File: config.mk
export PLATFORM = sky130hd
export DESIGN_NAME = mem_portb_arbiter
export DESIGN_NICKNAME = d
export VERILOG_FILES = /design/src/rtl/mem_arb_pkg.sv /design/src/rtl/rr_arb2.sv /design/src/rtl/mem_portb_arbiter.sv
export SDC_FILE = /design/constraint.sdc
export NUM_CORES = 1
export LEC_CHECK = 0
export ABC_AREA = 1
export CAP_MARGIN = 40
export CORE_AREA = 2 2 99 101
export DETAILED_ROUTE_END_ITERATION = 8
export DIE_AREA = 0 0 101 103
export GPL_TIMING_DRIVEN = 0
export HOLD_SLACK_MARGIN = 0.08
export PLACE_DENSITY_LB_ADDON = 0.15
export SLEW_MARGIN = 20
export SYNTH_ARGS = -nofsm -noshare
export SYNTH_HDL_FRONTEND = slang
export SYNTH_SLANG_ARGS = --single-unit
File: constraint.sdc
create_clock -name clk -period 3.9 [get_ports clk]
set_input_delay 0.78 -clock clk [delete_from_list [all_inputs] [get_ports clk]]
set_output_delay 0.78 -clock clk [all_outputs]
set_load 0.05 [all_outputs]
File: src/rtl/mem_arb_pkg.sv
// Shared types for the port-B memory arbiter.
//  arb_state_t : arbiter FSM state (free arbitration or locked to one master)
//  mem_req_t   : one master's request fields, muxed onto the memory pins
//  RSP_LATENCY : cycles from accepted beat to response (memory read latency)
package mem_arb_pkg;

  typedef enum logic [1:0] {
    ARB   = 2'd0,
    LOCK0 = 2'd1,
    LOCK1 = 2'd2
  } arb_state_t;

  // Address field is sized for the largest supported memory; the top slices it down.
  typedef struct packed {
    logic [31:0] addr;
    logic [31:0] wdata;
    logic [3:0]  be;
    logic        we;
    logic        lock;
  } mem_req_t;

  localparam int unsigned RSP_LATENCY = 1;

  function automatic arb_state_t lock_state(input logic idx);
    return idx ? LOCK1 : LOCK0;
  endfunction

endpackage

File: src/rtl/rr_arb2.sv
// Combinational two-way round-robin arbiter.
//  req  : request lines
//  prio : master that wins when both eligible requests collide (0 = m0, 1 = m1)
//  mask : which masters may be granted at all this cycle
//  gnt  : one-hot (or zero) grant
module rr_arb2 (
  input  logic [1:0] req,
  input  logic       prio,
  input  logic [1:0] mask,
  output logic [1:0] gnt
);

  logic [1:0] elig;

  always_comb begin
    elig = req & mask;
    gnt  = elig;
    if (&elig) begin
      gnt = prio ? 2'b10 : 2'b01;
    end
  end

endmodule

File: src/rtl/mem_portb_arbiter.sv
// Shares BRAM port B between the CPU load/store unit (m0) and the debug loader (m1).
// Round-robin arbitration, with an optional lock that keeps the grant on one master
// across a multi-beat sequence until that master issues a beat with lock=0.
//  clk, rst          : clock, asynchronous active-high reset
//  mN_req_*          : master N request (valid/ready handshake, ready == grant)
//  mN_rsp_valid/rdata: response one cycle after acceptance (writes return the old word)
//  mem_*             : memory port-B pins (mem_rdata registered, 1-cycle latency)
module mem_portb_arbiter
  import mem_arb_pkg::*;
#(
  parameter int unsigned MEM_SIZE = 8192,
  parameter int unsigned AW       = $clog2(MEM_SIZE)
) (
  input  logic          clk,
  input  logic          rst,
  input  logic          m0_req_valid,
  output logic          m0_req_ready,
  input  logic [AW-1:0] m0_req_addr,
  input  logic [31:0]   m0_req_wdata,
  input  logic [3:0]    m0_req_be,
  input  logic          m0_req_we,
  input  logic          m0_req_lock,
  output logic          m0_rsp_valid,
  output logic [31:0]   m0_rsp_rdata,
  input  logic          m1_req_valid,
  output logic          m1_req_ready,
  input  logic [AW-1:0] m1_req_addr,
  input  logic [31:0]   m1_req_wdata,
  input  logic [3:0]    m1_req_be,
  input  logic          m1_req_we,
  input  logic          m1_req_lock,
  output logic          m1_rsp_valid,
  output logic [31:0]   m1_rsp_rdata,
  output logic [AW-1:0] mem_addr,
  output logic [31:0]   mem_wdata,
  output logic [3:0]    mem_be,
  output logic          mem_we,
  input  logic [31:0]   mem_rdata
);

  arb_state_t             state_q, state_d;
  logic                   rr_next_q, rr_next_d;
  logic [RSP_LATENCY-1:0] rsp_pend_q;
  logic                   rsp_pend_d;
  logic                   rsp_owner_q, rsp_owner_d;

  logic [1:0] req_vec;
  logic [1:0] mask;
  logic [1:0] gnt;
  logic       any_gnt;
  mem_req_t   req0, req1, req_sel;
  logic       unused_addr_hi;

  // Grants are suppressed while reset is held so a beat presented across the
  // reset release edge is never issued to memory.
  assign req_vec = {m1_req_valid, m0_req_valid} & {2{~rst}};

  rr_arb2 u_rr_arb2 (
    .req  (req_vec),
    .prio (rr_next_q),
    .mask (mask),
    .gnt  (gnt)
  );

  assign any_gnt      = |gnt;
  assign m0_req_ready = gnt[0];
  assign m1_req_ready = gnt[1];

  // State register.
  always_ff @(posedge clk or posedge rst) begin
    if (rst) begin
      state_q     <= ARB;
      rr_next_q   <= 1'b0;
      rsp_pend_q  <= '0;
      rsp_owner_q <= 1'b0;
    end else begin
      state_q     <= state_d;
      rr_next_q   <= rr_next_d;
      rsp_pend_q  <= rsp_pend_d;
      rsp_owner_q <= rsp_owner_d;
    end
  end

  // Next state: every accepted beat hands priority to the other master, and the
  // beat's lock bit decides whether the grant stays pinned to its issuer.
  always_comb begin
    state_d     = state_q;
    rr_next_d   = rr_next_q;
    rsp_pend_d  = any_gnt;
    rsp_owner_d = gnt[1];
    if (any_gnt) begin
      rr_next_d = ~gnt[1];
      state_d   = req_sel.lock ? lock_state(gnt[1]) : ARB;
    end
  end

  // Output decode: which masters may be granted in the current state.
  always_comb begin
    mask = 2'b11;
    unique case (state_q)
      ARB:     mask = 2'b11;
      LOCK0:   mask = 2'b01;
      LOCK1:   mask = 2'b10;
      default: mask = 2'b11;
    endcase
  end

  // Request mux onto the memory pins.
  always_comb begin
    req0 = '{addr: 32'(m0_req_addr), wdata: m0_req_wdata, be: m0_req_be,
             we: m0_req_we, lock: m0_req_lock};
    req1 = '{addr: 32'(m1_req_addr), wdata: m1_req_wdata, be: m1_req_be,
             we: m1_req_we, lock: m1_req_lock};
    req_sel = '0;
    if (gnt[0]) begin
      req_sel = req0;
    end else if (gnt[1]) begin
      req_sel = req1;
    end
  end

  assign mem_addr       = req_sel.addr[AW-1:0];
  assign mem_wdata      = req_sel.wdata;
  assign mem_be         = req_sel.be;
  assign mem_we         = req_sel.we & any_gnt;
  assign unused_addr_hi = ^req_sel.addr;

  // Response demux: the memory's registered read data passes straight through to
  // whichever master owned the beat accepted on the previous edge.
  always_comb begin
    m0_rsp_valid = rsp_pend_q[RSP_LATENCY-1] & ~rsp_owner_q;
    m1_rsp_valid = rsp_pend_q[RSP_LATENCY-1] & rsp_owner_q;
    m0_rsp_rdata = m0_rsp_valid ? mem_rdata : 32'h0;
    m1_rsp_rdata = m1_rsp_valid ? mem_rdata : 32'h0;
  end

endmodule
* Word-level counts from Yosys, hierarchy flattened
Index checks and enable logic that the tools add are counted.
** Word-level totals
- Flip-flop bits (word level) :: 5
- Latch bits :: 0
- Memory bits (writable) :: 0
- ROM bits :: 0
- Output and inout bits :: 118
- Word-level logic and storage cells :: 25
- Memories :: 0
** Cells by class
- Add/sub/neg operators :: 0
- Multiply operators :: 0
- Divide/modulo/power cells :: 0
- $lt $le $gt $ge :: 0
- Eq/ne operators :: 2
- Shifts and indexed selects :: 0
- Mux-type cells :: 9
- Bitwise logic cells :: 8
- Reduce and logical (&&, ||, !) cells :: 2
** Operators with widths (number)
- two-way mux 51 bit :: 2
- two-way mux 32 bit :: 2
- two-way mux 2 bit :: 4
- bitwise AND 2 bit :: 2
- one-hot mux 2 bit (2 select lines) :: 1
- bitwise AND 1 bit :: 3
- inverter 1 bit :: 3
- == test 2 x 1 -> 1 bit, second input constant :: 1
- == test 2 bit, second input constant :: 1
- AND reduction 2 bit :: 1
- OR reduction 2 bit :: 1

* Longest topological paths before layout
- Depth in word-level cells :: 8
- Gate-level depth with buffers :: 8
- Gate-level depth less buffers :: 8

* Cells and area by module
Synthesis repeated with hierarchy kept, for this count alone.
** Unflattened totals
- Cells, all modules :: 310
- Area, all modules :: 1411.4 um^2
** By module, submodules not included
- mem_portb_arbiter :: instances 1, cells each 302, area each 1380.1 um^2, seq. area each 125.1 um^2
- rr_arb2 :: instances 1, cells each 8, area each 31.3 um^2, seq. area each 0.0 um^2

* Worst setup path after synthesis
Ideal clock, no wire load.
- Kind :: register to output
- Start point :: register rsp_owner_q
- End point :: output port m0_rsp_rdata[10]
- Arrival time :: 2167 ps
- Data required time :: 3120 ps
- Setup slack :: 953 ps
- Stages on the path, launching flop included :: 5
- Cell sequence :: dfrtp_1 > nor2_1 > inv_1 > clkbuf_1 > nor2_1
** Between the ends
- Longest elaborated chain between the ends :: 3
** RTL lines
- start, declared :: RTL line mem_portb_arbiter.sv:45 : logic rsp_owner_q, rsp_owner_d;
- start signal, assigned :: RTL line mem_portb_arbiter.sv:80 : rsp_owner_q <= rsp_owner_d;
- inverter 1 bit :: RTL line mem_portb_arbiter.sv:131 : m0_rsp_valid = rsp_pend_q[RSP_LATENCY-1] & ~rsp_owner_q;
- bitwise AND 1 bit :: RTL line mem_portb_arbiter.sv:131
- named net m0_rsp_valid :: RTL line mem_portb_arbiter.sv:23 : output logic m0_rsp_valid,
- two-way mux 32 bit :: RTL line mem_portb_arbiter.sv:133 : m0_rsp_rdata = m0_rsp_valid ? mem_rdata : 32'h0;
- end, declared :: RTL line mem_portb_arbiter.sv:24 : output logic [31:0] m0_rsp_rdata,
The timed path passes the listed nets, and every way through them passes these cells.

* Worst setup path in the final report
- Start point :: input port rst
- End point :: output port mem_addr[7]
** Between the ends
- Longest elaborated chain between the ends :: 7
** RTL lines
- start, declared :: RTL line mem_portb_arbiter.sv:15 : input logic rst,
- inverter 1 bit (*) :: RTL line mem_portb_arbiter.sv:56 : assign req_vec = {m1_req_valid, m0_req_valid} & {2{~rst}};
- bitwise AND 2 bit (*) :: RTL line mem_portb_arbiter.sv:56
- bitwise AND 2 bit (*) :: RTL line rr_arb2.sv:16 : elig = req & mask;
- AND reduction 2 bit :: RTL line rr_arb2.sv:18 : if (&elig) begin
- two-way mux 2 bit (*) :: RTL line rr_arb2.sv:18
- two-way mux 51 bit :: RTL line mem_portb_arbiter.sv:117 : end else if (gnt[1]) begin
- two-way mux 51 bit (*) :: RTL line mem_portb_arbiter.sv:115 : if (gnt[0]) begin
- end, declared :: RTL line mem_portb_arbiter.sv:34 : output logic [AW-1:0] mem_addr,
Every way passes the cells marked *; elsewhere a longest branch is shown, timed or not.

==> impl_metrics.tcl <==
set metrics [dict create \
    cap_violations 0 \
    slowest_delay_ps 810 \
    post_dp_cell_area_mm2 0.004178 \
    port_buffers 255 \
    synthMuxAreaShare 0 \
    critPathArrivalTime_ps 2890 \
    drt-total-wl_mm 7.749 \
    vdd_drop_max_v 0.0001165 \
    ios 256 \
    ys_ff_latch 5 \
    synthSimpleGateAreaFrac 0.6785 \
    report.final.slew_viol_count 0 \
    fin_crit_ps 3666 \
    first_pass_iters 4 \
    viasPerCell 4.063 \
    gp_congestion 0.7782 \
    power_leakage_uw 0.001971 \
    grt_usage 0.1283 \
    synthXorXnorAreaFrac 0 \
    crit_fanout 10 \
    cts_setup_buffers 0 \
    cts_root_buffer "clkbuf_8" \
    clkSlewWorstSetupHoldPaths_ps 30 \
    detail_route.iter0.violations 41 \
    grt_pass1_wl_mm 10.83 \
    synthAdderAreaFrac 0 \
    coreArea_mm2 0.009459 \
    tns_ps 0 \
    synth_nets 447 \
    num_antenna_cells 0 \
    tightest_slew_ps 529.3 \
    num_rows 36 \
    syn_area_mm2 0.001483 \
    drive_gt1_frac 0.07394 \
    required_ps 3120 \
    synth-seq-area-share 0.08439 \
    h-tree-depth 1 \
    r2r_setup_slack_ps 2620 \
    synthCells 309 \
    die-height_um 103 \
    fin_crit_sh 0.9400 \
    fmaxAchievable_mhz 272.8 \
    hold_viol_final 0 \
    drtAntennaViolNets 0 \
    cts_hold_buf 0 \
    nets 707 \
    slew_headroom 0.6460 \
    dp_hpwl_mm 6.810 \
    yosys_warnings 0 \
    cts_resized 0 \
    clkLatencyLatePin_ps 220 \
    rsz0062_at_grt "false" \
    clock_sinks 5 \
    grt_pass1_vias 2453 \
    fin_skew_ps 0.1663 \
    seq_area_um2 125.1 \
    hold_depth 2 \
    synthDistinctLibCells 17 \
    hold_path_end "rr_next_q$_DFFE_PP0P_" \
    hp-class "flop to flop" \
    dieArea_mm2 0.01040 \
    grt_max_degree 11 \
    multi_input_area_mm2 0.001016 \
    wire_per_inst_um 11.36 \
    outcome "completed" \
    cts_tree "built" \
    start_util 0.1567 \
    hp-start "rr_next_q$_DFFE_PP0P_" \
    antenna_found_initial 0 \
    die_w_um 101 \
    setup_viol 0 \
    rr_startpoint "state_q[0]$_DFFE_PP0P_" \
    fillers 1001 \
    gr-total-overflow 0 \
    cp_slowest_cell "clkdlybuf4s50_1" \
    syn_to_final_growth_pct 184.8 \
    cts_buffers 3 \
    design_area_mm2 0.004223 \
    start_kind "input pin" \
    whs_ps 541.4 \
    drc 0 \
    regToRegEndpoint "rr_next_q$_DFFE_PP0P_" \
    cts_max_path_buffers 2 \
    synth_top_family_by_area "simple AND/OR/NAND/NOR gates" \
    r2r_cells 5 \
    syn-mean-instance-area_um2 4.798 \
    vias 2771 \
    critPathCaptureType "primary output" \
    worstSetupPathType "input pin to primary output" \
    power_density_mw_per_mm2 318.7 \
    synth-compound-area-share 0.006751 \
    crit_path_cell_trace "clkdlybuf4s50_1 > nor2_1 > nand3_1 > buf_2 > nand3_1 > nand2_2 > clkdlybuf4s50_1" \
]
[cell families (layout without fill, tap and decap cells)]
kind of cell           Yosys count  after routing
AO/OA/AOI/OAI                    2              2
buffers and inverters           67            326
flip-flops                       5              5
AND/OR/NAND/NOR                235            235
[worst max-delay path: cells and delay by family]
kind	cells	cell delay, ps
buf+inv	3	1600
simple gates	4	500
[through the flow]
stage,utilization,instances,setup WS [ps],power (uW)
2_1_floorplan,-,309,953.0,805.8
3_3_place_gp,0.4417,678,173.7,1257
3_5_place_dp,0.4417,678,173.1,1262
4_1_cts,0.4464,682,158.6,1363
5_1_grt,0.4464,682,53.23,1426
6_report,0.4464,682,233.9,1346
[where the power goes]
group / switching, uW / internal (uW) / leakage [uW]
clock network: 24.7 / 70.1 / 0.0000228
registers: 10.2 / 67.3 / 0.0000631
logic: 740 / 433 / 0.00188
[state kept, by name, summed over array words and instances (netlist names)]
name	flops
rsp_pend_q	1
state_q	2
rsp_owner_q	1
rr_next_q	1
[layout by cell type, fill, tap and decap left out, drive strengths merged]
master,count
clkdlybuf4s50,255
nand2,112
nor2,70
nand3,53
inv,45
buf,15
clkbuf,10
dfrtp,5
clkinv,1
a21oi,1
o21ai,1
[Yosys cell counts]
cell type / count / area (um2)
nor2_4: 1 / 11.26
nand3_1: 53 / 265.3
dfrtp_1: 5 / 125.1
nand2_1: 92 / 345.3
clkbuf_1: 6 / 22.52
nand2_2: 20 / 125.1
nor2_1: 69 / 259.0
inv_1: 43 / 161.4
buf_2: 5 / 25.02
clkinv_2: 1 / 5.000
buf_8: 4 / 60.06
o21ai_1: 1 / 5.000
buf_4: 5 / 37.54
inv_2: 1 / 3.750
buf_12: 1 / 20.02
a21oi_1: 1 / 5.000
inv_4: 1 / 6.260
[cell type report]
cell class / count / area share
Buffer: 21 / 0.03911
Clock buffer: 4 / 0.01067
Inverter: 46 / 0.04178
Multi-Input combinational cell: 237 / 0.2406
Sequential cell: 5 / 0.02963
Tap cell: 114 / 0.03378
Timing Repair Buffer: 255 / 0.6044
[worst max-delay path by stage]
stage                     startpoint                to  depth (start not counted)
2_1_floorplan  rsp_owner_q$_DFF_PP0_  m0_rsp_rdata[10]                          4
3_5_place_dp                     rst       mem_addr[7]                          7
4_1_cts                          rst       mem_addr[7]                          7
3_3_place_gp                     rst       mem_addr[7]                          7
5_1_grt                          rst       mem_addr[3]                          7
6_report                         rst       mem_addr[7]                          7
[metal layers]
metal	vias up	global-route usage	wire length [um]
met1	1166	0.1161	2606
met4	0	0.02183	40
met3	2	0.05492	1006
li1	1439	-	-
met2	164	0.2656	4096
met5	-	0	0
No activity file was read; power rests on OpenSTA's default activity.
==> variant 1, RTL diff (same settings) <==
The parameter `MEM_SIZE` goes from 8192 to 4096.
--- a/src/rtl/mem_portb_arbiter.sv
+++ b/src/rtl/mem_portb_arbiter.sv
@@ -10,3 +10,3 @@
 #(
-  parameter int unsigned MEM_SIZE = 8192,
+  parameter int unsigned MEM_SIZE = 4096,
   parameter int unsigned AW       = $clog2(MEM_SIZE)
Interface: changed (resized m0_req_addr, m1_req_addr and mem_addr); port bits go from 256 to 253. No check against the original RTL was run, so the function may have changed too.
==> variant 1 against the unedited design <==
Clock skew about the same. Routed wire length is 0.13% higher. Sequential cell count stayed put. Synthesized area decreased by 2.4%. Setup slack worse by 17 ps. Global-route usage fell by 0.067 points. Cell area shrank 1.6%. Total power decreased by 1.4%. Non-clock buffer count down 3. Largest cell class unchanged. Largest power group unchanged.
==> variant 1: results (changes against the unedited design) <==
| Metric | Value |
|---|---|
| Multi-input gate share of the layout cell area | `24.0% (-0.037 points)` |
| Hpwl dp | `6.81 mm (about the same)` |
| Avg WL per Cell | `11.5 um (+1.0%)` |
| Post-place instance area | `4110 um2 (-1.6%)` |
| Placed cell count | `672 (-0.88%)` |
| Worst min path class | `flop to flop` |
| Final-layout clock buffer total | `4 (unchanged)` |
| Clock Skews | `0.588 ps (+0.421 ps)` |
| Bufs on Longest Clock Path | `2 (unchanged)` |
| Relative slew slack | `63.1% (-1.5 points)` |
| Setup TNS | `0 ps (unchanged)` |
| Nets | `699 (-1.1%)` |
| Worst-path clk slew | `30 ps (about the same)` |
| Status | `completed` |
| Tcrit/Tclk final | `94.4% (+0.42 points)` |
| Leak | `0.00196 uW (-0.77%)` |
| Yosys reg bits | `5 (unchanged)` |
| # hold bufs at CTS | `0 (unchanged)` |
| Synth warn | `0 (unchanged)` |
| Root buffer cell | `clkbuf_8` |
| Layout non-clock buf frac | `64.2% (-0.15 points)` |
| Post-synth top cells | `nand2_1, nor2_1, nand3_1` |
| Max FFs per register | `2 (unchanged)` |
| Initial Utilization | `15.3% (-0.38 points)` |
| Core area | `9460 um2 (unchanged)` |
| Routability congestion estimate | `0.757 (-2.8%)` |
| Number of global-route vias before repair | `2384 (-2.8%)` |
| Worst setup path endpoint | `mem_wdata[11]` |
| Multi-input gates | `234 (-1.3%)` |
| Clock network area share | `1.08% (+0.017 points)` |
| Net count after synthesis | `442 (-1.1%)` |
| Routed wire length | `7.76 mm (+0.13%)` |
| Overall routing resource usage | `12.8% (-0.067 points)` |
| TritonCTS Buffers | `3 (unchanged)` |
| Worst-Skew Late Latency | `220 ps (about the same)` |
| DRT Pass-1 Iters | `4 (unchanged)` |
| Final Cell Area | `4160 um2 (-1.6%)` |
| Worst vdd ir | `176 uV (+51%)` |
| Flop-to-flop setup slack | `2600 ps (-20 ps)` |
| Worst R2R End | `rr_next_q` |
| Synth cell types | `16 (-1)` |
| Seq area share | `3.01% (+0.047 points)` |
| Ys async rst share | `100% (unchanged)` |
| Bufs w/o clock | `273 (-1.1%)` |
| Cells after Synth | `306 (-0.97%)` |
| Layout cells sized above 1 | `7.47% (+0.079 points)` |
| Arrival time worst endpoint | `2900 ps (about the same)` |
| Fill count | `1021 (+2.0%)` |
| CP max FO | `10 (unchanged)` |
| Main area contributors after synthesis | `nand2_1, nand3_1, nor2_1` |
| DR vias | `2710 (-2.2%)` |
| PortBufs | `252 (-1.2%)` |
| Largest net degree at the start of global routing | `11 (unchanged)` |
| Ant. Diodes | `0 (unchanged)` |
| Pre-CTS setup slack | `196 ps (+22.4 ps)` |
| Global-route wire length before repair | `10.7 mm (-0.83%)` |
| DRC violation total after the first TritonRoute iteration | `22 (-46%)` |
| Seq/Total Area, Yosys | `8.65% (+0.21 points)` |
variant 1: cell count changes in the layout (fill, tap and decap cells not counted), sizes merged:
cell	delta
nand3	-1
clkdlybuf4s50	-3
nand2	-2
variant 1: report_power, final:
part	internal, uW	switching (uW)	leakage [uW]
Combinational	421	734	0.00187
Sequential	67.3	10.3	0.0000631
Clock	70.0	24.1	0.0000228
Total	559	768	0.00196
variant 1: routing by layer:
layer | routed length [um] | track usage [%] | part of all wire, % | up-vias
li1 | - | - | - | 1418
met1 | 2690 | 12.2 | 35 | 1132
met2 | 4040 | 25.8 | 52 | 156
met3 | 999 | 5.83 | 13 | 4
met4 | 29 | 1.04 | 0.37 | 0
met5 | 0 | 0 | 0 | -
variant 1: worst max-delay path, cell delays in order:
cell	delay (ps)
clkdlybuf4s50_1	450
clkinv_2	120
nand2_2	60
nor2_2	180
nand2_2	90
inv_4	120
buf_6	150
nand2_1	50
nand2_1	70
clkdlybuf4s50_1	810
variant 1: how the worst min path moves through the flow:
stage	from	end	slack (ps)	cells past startpoint
4_1_cts	state_q[1]	state_q[1]	550	2
2_1_floorplan	state_q[1]	state_q[1]	500	2
3_5_place_dp	state_q[1]	state_q[1]	530	2
5_1_grt	rr_next_q	rr_next_q	590	2
6_report	state_q[1]	state_q[1]	550	2
3_3_place_gp	state_q[1]	state_q[1]	530	2
variant 1: kinds of logic (layout without fill, tap and decap cells):
kind of cell / count (synthesis) / after routing / share of synthesized area, %
DFF: 5 / 5 / 8.65
AOI/OAI and AO/OA: 2 / 2 / 0.691
and+or+nand+nor: 232 / 232 / 68.3
buffers and inverters: 67 / 323 / 22.3
==> variant 2, RTL diff (config.mk and constraints unchanged) <==
Without the edit above. Encoding of `arb_state_t`: now one-hot (3 bits for 3 states).
--- a/src/rtl/mem_arb_pkg.sv
+++ b/src/rtl/mem_arb_pkg.sv
@@ -6,6 +6,6 @@
 
-  typedef enum logic [1:0] {
-    ARB   = 2'd0,
-    LOCK0 = 2'd1,
-    LOCK1 = 2'd2
+  typedef enum logic [2:0] {
+    ARB   = 3'b001,
+    LOCK0 = 3'b010,
+    LOCK1 = 3'b100
   } arb_state_t;
Formal check against the unedited RTL: same outputs for any inputs over 10 cycles, from zero or initial values and one cycle with rst high; not proved beyond that.
==> variant 2 against the unedited design <==
Sequential cell count is 1 higher. Sequential power up 15%. Setup slack worse by 90 ps. Synthesized area grew 6.9%. Total power is 18% lower. Via count down 6.1%. Count of clock-buffer cells in the layout unchanged. Cell area grew 5.2%. Die area is the same. Routed wire length down 1.7%. Largest cell class unchanged.
==> variant 2: results (changes against the unedited design) <==
| Metric | Value |
|---|---|
| Status | `completed` |
| Post-synth top cells | `nand2_1, nor2_1, nand2_2` |
| DRC violation total after the first TritonRoute iteration | `36 (-12%)` |
| Slew @ Worst Pin | `539 ps (+9.81 ps)` |
| Logic power comb | `910 uW (-22%)` |
| Hold Path End | `state_q[0]` |
| Synth top area share | `25.8% (+2.5 points)` |
| Worst R2R End | `rsp_owner_q` |
| Fill count | `944 (-5.7%)` |
| Routability congestion estimate | `0.779 (about the same)` |
| Bufs on Longest Clock Path | `2 (unchanged)` |
| Max FFs per register | `3 (+1)` |
| DR vias | `2603 (-6.1%)` |
| Worst R2R Path Depth | `6 (+1)` |
| Avg WL per Cell | `11.2 um (-1.5%)` |
| Worst setup path endpoint | `mem_addr[8]` |
| Largest net degree at the start of global routing | `12 (+1)` |
| Sw Ratio | `54.1% (-3.5 points)` |
| Synth Area in Compound Gates | `1.66% (+0.98 points)` |
| RR Startpoint | `state_q[0]` |
| Flop-to-flop setup slack | `2630 ps (about the same)` |
| Worst vdd ir | `100 uV (-14%)` |
| Synth cell types | `20 (+3)` |
| Seq/Total Area, Yosys | `9.55% (+1.1 points)` |
| Leak | `0.00273 uW (+39%)` |
| Layout cells sized above 1 | `13.6% (+6.2 points)` |
| Post-place instance area | `4280 um2 (+2.5%)` |
| Net count after synthesis | `446 (-0.22%)` |
| Global-route wire length before repair | `10.3 mm (-4.5%)` |
variant 2: cell type report:
cell class,count,share of cell area [%]
plain buffers,16,4.03
clock buffers,4,1.01
inverters,45,4.00
multi-input cells,241,24.2
flip-flops and latches,6,3.41
well taps,114,3.21
repair buffers,255,60.1
variant 2: kinds of logic (layout without fill, tap and decap cells):
logic type / count (synthesis) / in the layout
DFF: 6 / 6
buffers and inverters: 61 / 320
and+or+nand+nor: 238 / 238
AOI/OAI and AO/OA: 3 / 3
variant 2: metrics by stage:
stage          util [%]  power [uW]  hold WS, ps  cells  worst slack (ps)
6_report           47.0        1100          516    681               144
3_5_place_dp       45.3        1010          507    677              54.5
3_3_place_gp       45.3        1010          514    677              66.2
5_1_grt            47.0        1150          528    681              1.18
4_1_cts            45.7        1120          516    681              48.4
2_1_floorplan         -         641          495    308               953
variant 2: layer usage:
metal	vias to the layer above	part of all wire, %	GRT usage (%)
met1	1085	35	12.6
met4	0	1.1	3.33
met3	6	9.0	3.05
met2	122	54	23.8
li1	1390	-	-
met5	-	0	0
